[src/rtl/fwd_scoreboard.sv]
`timescale 1ns/1ps
// Forwarding/hazard scoreboard for the LC-3b pipeline: tracks in-flight destinations,
// resolves per-source operand selects, inserts load-use bubbles. Optional FWD_PERF_CNT_EN adds stall counters.
module fwd_scoreboard #(
  parameter int NUM_REGS = 8,
  parameter int NUM_SRC  = 2,
  parameter int DEPTH    = 3,
  parameter int LD_AVAIL = 2,
  localparam int REG_W   = $clog2(NUM_REGS),
  localparam int SEL_W   = $clog2(DEPTH + 2)
) (
  input  logic                       clk,
  input  logic                       rst_n,
  input  logic                       id_valid,
  input  logic [NUM_SRC*REG_W-1:0]   id_src,
  input  logic [NUM_SRC-1:0]         id_src_used,
  input  logic [REG_W-1:0]           id_dest,
  input  logic                       id_we,
  input  logic                       id_ld,
  input  logic                       mem_stall,
  input  logic                       flush,
  output logic                       id_stall,
  output logic                       ex_valid,
  output logic [NUM_SRC*SEL_W-1:0]   ex_sel,
  output logic [1:0]                 fsm_state
`ifdef FWD_PERF_CNT_EN
  ,
  output logic [31:0]                ld_stall_cnt,
  output logic [31:0]                mem_stall_cnt
`endif
);

  typedef enum logic [1:0] {
    RUN       = 2'b00,
    LD_BUBBLE = 2'b01,
    MEM_WAIT  = 2'b10
  } state_t;

  state_t                 state;
  logic [DEPTH-1:0]       slot_valid;
  logic [DEPTH-1:0]       slot_we;
  logic [DEPTH-1:0]       slot_ld;
  logic [REG_W-1:0]       slot_dest [DEPTH];

  logic [NUM_SRC*SEL_W-1:0] id_sel;
  logic [NUM_SRC-1:0]       src_hz;
  logic                     hazard;
  logic                     push;

  // Scan oldest to youngest so the youngest matching producer overrides any older one.
  always_comb begin
    id_sel = '0;
    src_hz = '0;
    for (int i = 0; i < NUM_SRC; i++) begin
      if (id_src_used[i]) begin
        for (int s = DEPTH - 1; s >= 0; s--) begin
          if (slot_valid[s] && slot_we[s] && (slot_dest[s] == id_src[i*REG_W +: REG_W])) begin
            id_sel[i*SEL_W +: SEL_W] = SEL_W'(s + 1);
            src_hz[i]                = slot_ld[s] && ((s + 1) < LD_AVAIL);
          end
        end
      end
    end
  end

  // Handshake: the ID instruction is consumed on a rising edge where
  // id_valid & ~id_stall & ~flush; otherwise ID must hold and a bubble enters EX.
  assign hazard    = id_valid && (|src_hz);
  assign id_stall  = hazard || mem_stall;
  assign push      = id_valid && !id_stall && !flush;
  assign fsm_state = state;

  always_ff @(posedge clk or negedge rst_n) begin
    if (!rst_n) begin
      state      <= RUN;
      slot_valid <= '0;
      slot_we    <= '0;
      slot_ld    <= '0;
      for (int s = 0; s < DEPTH; s++) slot_dest[s] <= '0;
      ex_valid   <= 1'b0;
      ex_sel     <= '0;
    end else begin
      if (mem_stall)             state <= MEM_WAIT;
      else if (hazard && !flush) state <= LD_BUBBLE;
      else                       state <= RUN;

      if (!mem_stall) begin
        slot_valid <= {slot_valid[DEPTH-2:0], push};
        slot_we    <= {slot_we[DEPTH-2:0], id_we};
        slot_ld    <= {slot_ld[DEPTH-2:0], id_ld};
        for (int s = DEPTH - 1; s > 0; s--) slot_dest[s] <= slot_dest[s-1];
        slot_dest[0] <= id_dest;
        ex_valid     <= push;
        ex_sel       <= push ? id_sel : '0;
      end
    end
  end

`ifdef FWD_PERF_CNT_EN
  // Counters saturate rather than wrap so long runs never read as low stall counts.
  always_ff @(posedge clk or negedge rst_n) begin
    if (!rst_n) begin
      ld_stall_cnt  <= '0;
      mem_stall_cnt <= '0;
    end else begin
      if ((state == LD_BUBBLE) && (ld_stall_cnt != '1))
        ld_stall_cnt <= ld_stall_cnt + 32'd1;
      if ((state == MEM_WAIT) && (mem_stall_cnt != '1))
        mem_stall_cnt <= mem_stall_cnt + 32'd1;
    end
  end
`endif

endmodule

[config.mk]
export PLATFORM = sky130hd
export DESIGN_NAME = fwd_scoreboard
export DESIGN_NICKNAME = d
export VERILOG_FILES = /design/src/rtl/fwd_scoreboard.sv
export SDC_FILE = /design/constraint.sdc
export NUM_CORES = 1
export LEC_CHECK = 0
export BUFFER_PORTS_ARGS = -buffer_cell sky130_fd_sc_hd__buf_2
export CORE_MARGIN = 2
export CORE_UTILIZATION = 46
export CTS_CLUSTER_DIAMETER = 200
export DETAILED_ROUTE_END_ITERATION = 8
export PLACE_DENSITY = 0.72
export SYNTH_ARGS = -nofsm -noshare
export SYNTH_HDL_FRONTEND = slang
export SYNTH_SLANG_ARGS = --single-unit
export TNS_END_PERCENT = 50
[constraint.sdc]
create_clock -name clk -period 1.3 [get_ports clk]
set_input_delay 0.195 -clock clk [delete_from_list [all_inputs] [get_ports clk]]
set_output_delay 0.195 -clock clk [all_outputs]
set_load 0.02 [all_outputs]
==> flow_summary_export.csv, run 1 <==
group,metric,value,unit
place,dpl.hpwl,1690,um
clock_network,cts.sinks,22,
setup_path,cp_cell_sequence,"xnor2_1, nand4_2, o22a_1, nand2b_1, buf_6",
detailed_routing,antenna_left,0,
run_status,status,"finished with violations",
layout,syn_to_final_growth,34.26,%
pwr,powerDensity,1053,nW/um^2
pwr,seq_power_share,52.0,%
timing,fin_skew,0.007108,ns
timing,layout_setup_ws,-0.4127,ns
setup_path,critPathBufInv,1,
detailed_routing,dr.pass1.iters,4,
pwr,swShare,28.15,%
layout,finalInstanceArea,1505,sq um
die,die_w,53.37,um
timing,fin_crit_sh,131.7,%
synth,avgSynthCellArea,11.93,sq um
run_status,violations,"negative setup slack",
timing,grt_setup_unrepaired,"yes",
global_route,grt_max_degree,24,
layout,antenna_cells,0,
layout,layout_commonest_cell,"buf_2",
detailed_routing,dr_total_vias,867,
min_path,min_from,"flush",
die,initial_core_util,49.72,%
clock_network,clk_latency,0.30,ns
timing,max_freq,583.9,MHz
clock_network,cts_root_buf,"clkbuf_4",
pwr,vdd_drop_max,0.0007725,V
die,die_y,53.37,um
global_route,grt_overflow,0,
setup_path,max_stage_delay,0.43,ns
setup_path,crit_start,"slot_dest[8]",
detailed_routing,drc,0,
clock_network,htree_levels,1,
place,port_buffers,25,
pwr,p_int,1139,uW
clock_network,cts_tree,"built",
setup_path,crit_path_start_kind,"flop",
die,die_area,2848,sq um
global_route,grt_usage,18.97,%
min_path,hp-class,"input pin to flop",
die,core-area,2255,sq um
synth,synth_area_leaders,"dfrtp_1 49%, mux2_2 15%, xor2_1 9.4%, xnor2_1 4.7%, nand2_1 2.7%",
synth,synth_top_area_share,49.11,%
synth,synth_top_area_cell,"dfrtp_1",
timing,min_period,1.713,ns
pwr,clkPwrFrac,23.6,%
setup_path,end_kind,"output pin",
setup_path,arrival,1.52,ns
place,gp_congestion,0.7498,
setup_path,worstPathMaxFanout,3,
layout,fin_nets,159,
detailed_routing,wl,2330,um
setup_path,worstPathRequired,1.11,ns
setup_path,r2r-start,"slot_dest[8]",
timing,hold_ws,0.06355,ns
synth,ys_ff_latch,22,
pwr,comb_power_share,24.4,%
setup_path,critPathTopFamily,"flip-flops",
timing,drv_slew,0,
run,drv_cap,0,
layout,layout-drive-gt1-share,50.71,%
global_route,antenna_found_initial,0,
timing,setup_viol,6,
pwr,switching_power,446.2,uW
clock_network,cts.clk_slew.worst_paths,0.12,ns
synth,ys_seq_area_share,49.11,%
die,rows,17,
pwr,p_leak,0.0007045,uW
synth,syn-cell-area,1121,sq um
die,io_pins,28,
synth,postSynthCellCount,94,
global_route,grt_pass1_wl,3822,um
global_route,grt_pass1_vias,873,
clock_network,cts.path.max_buffers,2,
place,place_area,1380,sq um
layout,final_cell_mix,"24 x buf_2, 20 x dfrtp_1, 17 x buf_4",
synth,synth_cell_types,26,
layout,nFillCells,178,
timing,hold_viol_final,0,
setup_path,crit_slowest_cell,"dfrtp_1",
clock_network,cts_made_buffers,3,
detailed_routing,wl_per_cell,13.87,um
detailed_routing,vias_per_cell,5.161,
detailed_routing,drtIter0Drc,14,
synth,ys_warn_count,0,
setup_path,crit_type,"flop to output pin",
layout,utilization,66.76,%
[routing by layer]
| metal | global-route usage (%) | routed length [um] |
|---|---|---|
| met1 | 23.04 | 1016 |
| met4 | 7.265 | 21 |
| met3 | 4.802 | 141 |
| met5 | 0 | 0 |
| met2 | 31.89 | 1151 |
[cells by family (layout without fill, tap and decap cells)]
logic type,count (synthesis),in the layout,synth area share [%]
DFF,22,22,49.11
and+or+nand+nor,22,22,11.61
xor gates and xnor gates,18,18,14.06
muxes,15,15,15.07
AOI/OAI and AO/OA,10,10,7.030
buffers and inverters,6,51,2.789
other,1,2,0.3345
[what timing repair did]
item,CTS,global route
hold endpoints to repair,22,0
buffers inserted,4,3
setup endpoints to repair,6,7
pin swaps,9,4
hold buffers,1,0
gates resized for setup,5,3
[cell usage after synthesis]
library cell  instances
a21boi_1              2
and2_1                1
buf_2                 1
buf_4                 2
clkbuf_1              1
conb_1                1
dfrtp_1              22
inv_1                 2
mux2_2               15
nand2_1               8
nand2b_1              1
nand3_1               2
nand4_1               1
nand4_2               1
nor3_1                1
nor3b_1               1
nor4_1                3
nor4_2                1
o211ai_1              2
o21ai_1               2
o221ai_2              1
o22a_1                1
o31ai_1               2
or4_1                 2
xnor2_1               6
xor2_1               12
[power groups by stage]
stage                     sequential (uW)  clock, uW  combinational [uW]
final                                 824        374                 388
after global routing                  835        422                 426
after CTS                             822        382                 373
after detailed placement              834          0                 354
after global placement                829          0                 343
after floorplan                       829          0                 197
[final cells by class]
cell class / instances / area, sq um / area share (%)
multi-input combinational: 67 / 573.1 / 38.07
sequential: 22 / 553.0 / 36.74
timing repair buffer: 45 / 300.3 / 19.95
clock buffer: 4 / 36.28 / 2.411
tap: 28 / 35.03 / 2.328
inverter: 2 / 7.507 / 0.4988
[metrics by stage]
step	instances	setup WS (ns)	power (uW)	setup TNS (ns)
floorplan	95	-0.06893	1027	-0.1595
global placement	158	-0.1273	1171	-0.7207
detailed placement	158	-0.1753	1188	-0.9177
CTS	166	-0.4153	1577	-1.306
global route	168	-0.5126	1684	-1.881
finish	168	-0.4127	1585	-1.434
[worst paths after layout]
kind / slack (ns) / endpoint / depth (start not counted)
max: -0.41 / id_stall / 5
min in group asynchronous: 0.36 / slot_valid[1] / 2
min reg2reg: 0.49 / ex_sel[0] / 2
max in group asynchronous: 0.58 / slot_dest[7] / 2
min: 0.06 / fsm_state[0] / 2
max reg2reg: -0.24 / ex_sel[3] / 6
[flip-flops by register name (all words and copies together) (netlist names)]
signal / cells
fsm_state: 2
slot_we: 3
slot_dest: 9
slot_ld: 1
ex_sel: 4
slot_valid: 3
(Power assumes the default switching activity.)
==> run 2: changes to the inputs <==
--- a/config.mk
+++ b/config.mk
@@ -7,10 +7,11 @@
 export LEC_CHECK = 0
 export BUFFER_PORTS_ARGS = -buffer_cell sky130_fd_sc_hd__buf_2
 export CORE_MARGIN = 2
-export CORE_UTILIZATION = 46
+export CORE_UTILIZATION = 49
+export CTS_BUF_LIST = sky130_fd_sc_hd__clkbuf_4 sky130_fd_sc_hd__clkbuf_8
 export CTS_CLUSTER_DIAMETER = 200
 export DETAILED_ROUTE_END_ITERATION = 8
-export PLACE_DENSITY = 0.72
+export PLACE_DENSITY = 0.76
 export SYNTH_ARGS = -nofsm -noshare
 export SYNTH_HDL_FRONTEND = slang
 export SYNTH_SLANG_ARGS = --single-unit
==> run 2 against run 1 <==
  * The run still ends with negative setup slack left
  * Critical path depth unchanged
  * Hold slack got worse by 0.028 ns
  * Register-to-register slack improved by 0.05 ns
==> flow_summary_export.csv, run 2 (synthesis gave the netlist of run 1 again) <==
group,metric,value,unit
run_status,status,"finished with violations",
run_status,violations,"negative setup slack",
setup_path,end_kind,"output pin",
clock_network,cts_made_buffers,3,
layout,final_cell_mix,"24 x buf_2, 19 x dfrtp_1, 16 x buf_4",
pwr,vdd_drop_max,0.0007944,V
detailed_routing,wl_per_cell,14.88,um
timing,drv_slew,0,
detailed_routing,wl,2455,um
min_path,hp-class,"input pin to flop",
die,die_y,51.83,um
clock_network,cts.sinks,22,
setup_path,crit_slowest_cell,"dfrtp_1",
detailed_routing,antenna_left,0,
layout,finalInstanceArea,1461,sq um
clock_network,cts_root_buf,"clkbuf_4",
setup_path,worstPathMaxFanout,3,
layout,fin_nets,156,
pwr,powerDensity,1075,nW/um^2
place,place_area,1360,sq um
global_route,grt_pass1_vias,839,
layout,antenna_cells,0,
timing,fin_skew,0.001754,ns
global_route,antenna_found_initial,0,
setup_path,crit_path_start_kind,"flop",
detailed_routing,drc,0,
layout,largest_register_ffs,9,
run,drv_cap,0,
timing,grt_setup_unrepaired,"yes",
pwr,p_leak,0.0006886,uW
detailed_routing,dr_total_vias,865,
detailed_routing,dr.pass1.iters,4,
clock_network,cts.path.max_buffers,2,
timing,fin_crit_sh,135.6,%
clock_network,htree_levels,1,
timing,layout_setup_ws,-0.4632,ns
timing,min_period,1.763,ns
timing,worst_slew_pin_slew,0.5004,ns
die,core-area,2191,sq um
die,die_w,51.83,um
detailed_routing,vias_per_cell,5.242,
global_route,grt_max_degree,23,
place,port_buffers,25,
global_route,grt_overflow,0,
layout,reg_top3,"slot_dest x9, ex_sel x4",
timing,setup_viol,6,
clock_network,cts.clk_slew.worst_paths,0.12,ns
place,gp_congestion,0.7772,
clock_network,clk_latency,0.32,ns
timing,max_freq,567.1,MHz
layout,layout_commonest_cell,"buf_2",
layout,syn_to_final_growth,30.36,%
place,dpl.cell_count,157,
die,rows,17,
layout,regMostFlops,"slot_dest",
setup_path,arrival,1.57,ns
die,die_area,2686,sq um
layout,stdcell_count,165,
die,io_pins,28,
detailed_routing,drtIter0Drc,15,
timing,slew_headroom,66.64,%
setup_path,worstPathRequired,1.11,ns
clock_network,cts_tree,"built",
global_route,grt_pass1_wl,3815,um
setup_path,cp_cell_sequence,"xnor2_1, nand4_2, o22a_1, nand2b_1, buf_6",
setup_path,crit_type,"flop to output pin",
die,initial_core_util,51.17,%
setup_path,critPathTopFamily,"flip-flops",
setup_path,max_stage_delay,0.44,ns
timing,hold_viol_final,0,
global_route,grt_usage,20.12,%
setup_path,critPathBufInv,1,
layout,layout-drive-gt1-share,51.09,%
## run 2: cell types whose count changed in the layout (fill, tap and decap cells not counted), sizes merged
cell	before	now
buf	44	41
## run 2: where the power goes
part	total [uW]	internal [uW]	leakage (uW)	switching (uW)
sequential	831	757	0.000270	73.9
clock	355	141	0.0000184	214
combinational	384	208	0.000401	176
## run 2: layout make-up
type / instances / area [sq um]
clock buffer: 4 / 30.03
fill: 171 / 729.5
inverter: 2 / 7.507
multi-input combinational: 67 / 573.1
sequential: 22 / 554.3
tap: 28 / 35.03
timing repair buffer: 42 / 261.5
## run 2: through the flow
stage                     setup slack, ns  hold slack [ns]  TNS (ns)  power [uW]  util (%)
after floorplan                  -0.06893          -0.1006   -0.1595        1027         -
after global placement            -0.1226           0.1808   -0.6788        1156     62.08
after detailed placement          -0.1888           0.1855   -0.9749        1176     62.08
after CTS                         -0.4241          0.04085    -1.102        1540     65.62
after global routing              -0.5295          0.05330    -1.804        1635     66.70
final                             -0.4632          0.03547    -1.294        1570     66.70
## run 2: worst paths after layout
kind	end	slack, ns	cells after the start	startpoint
max reg2reg	ex_sel[4]	-0.19	5	slot_dest[7]
min in group asynchronous	slot_we[1]	0.36	2	rst_n
min	fsm_state[0]	0.04	2	flush
max	id_stall	-0.46	5	slot_dest[7]
min reg2reg	ex_sel[3]	0.49	2	ex_sel[3]
max in group asynchronous	slot_dest[6]	0.58	2	rst_n
## run 2: worst register-to-register path, cell delays in order, from the launching register on
cell and delay [ns]:
dfrtp_1 0.44, xnor2_1 0.22, nand4_2 0.15, buf_4 0.17, o221ai_2 0.28, o21ai_1 0.13
## run 2: what timing repair did
item / CTS / global route
hold buffers: 1 / 0
setup buffers: 1 / 2
pin swaps: 5 / 0
endpoints found under the setup margin: 7 / 7
gates cloned: 0 / 0
resized for setup: 6 / 2
hold endpoints to repair: 22 / 0
## run 2: layer usage
metal  up-vias  GRT usage, %  wire (um)
li1        417             -          -
met1       416         22.70       1059
met2        25         35.23       1197
met3         7         4.310        112
met4         0         10.53         85
met5         -             0          0
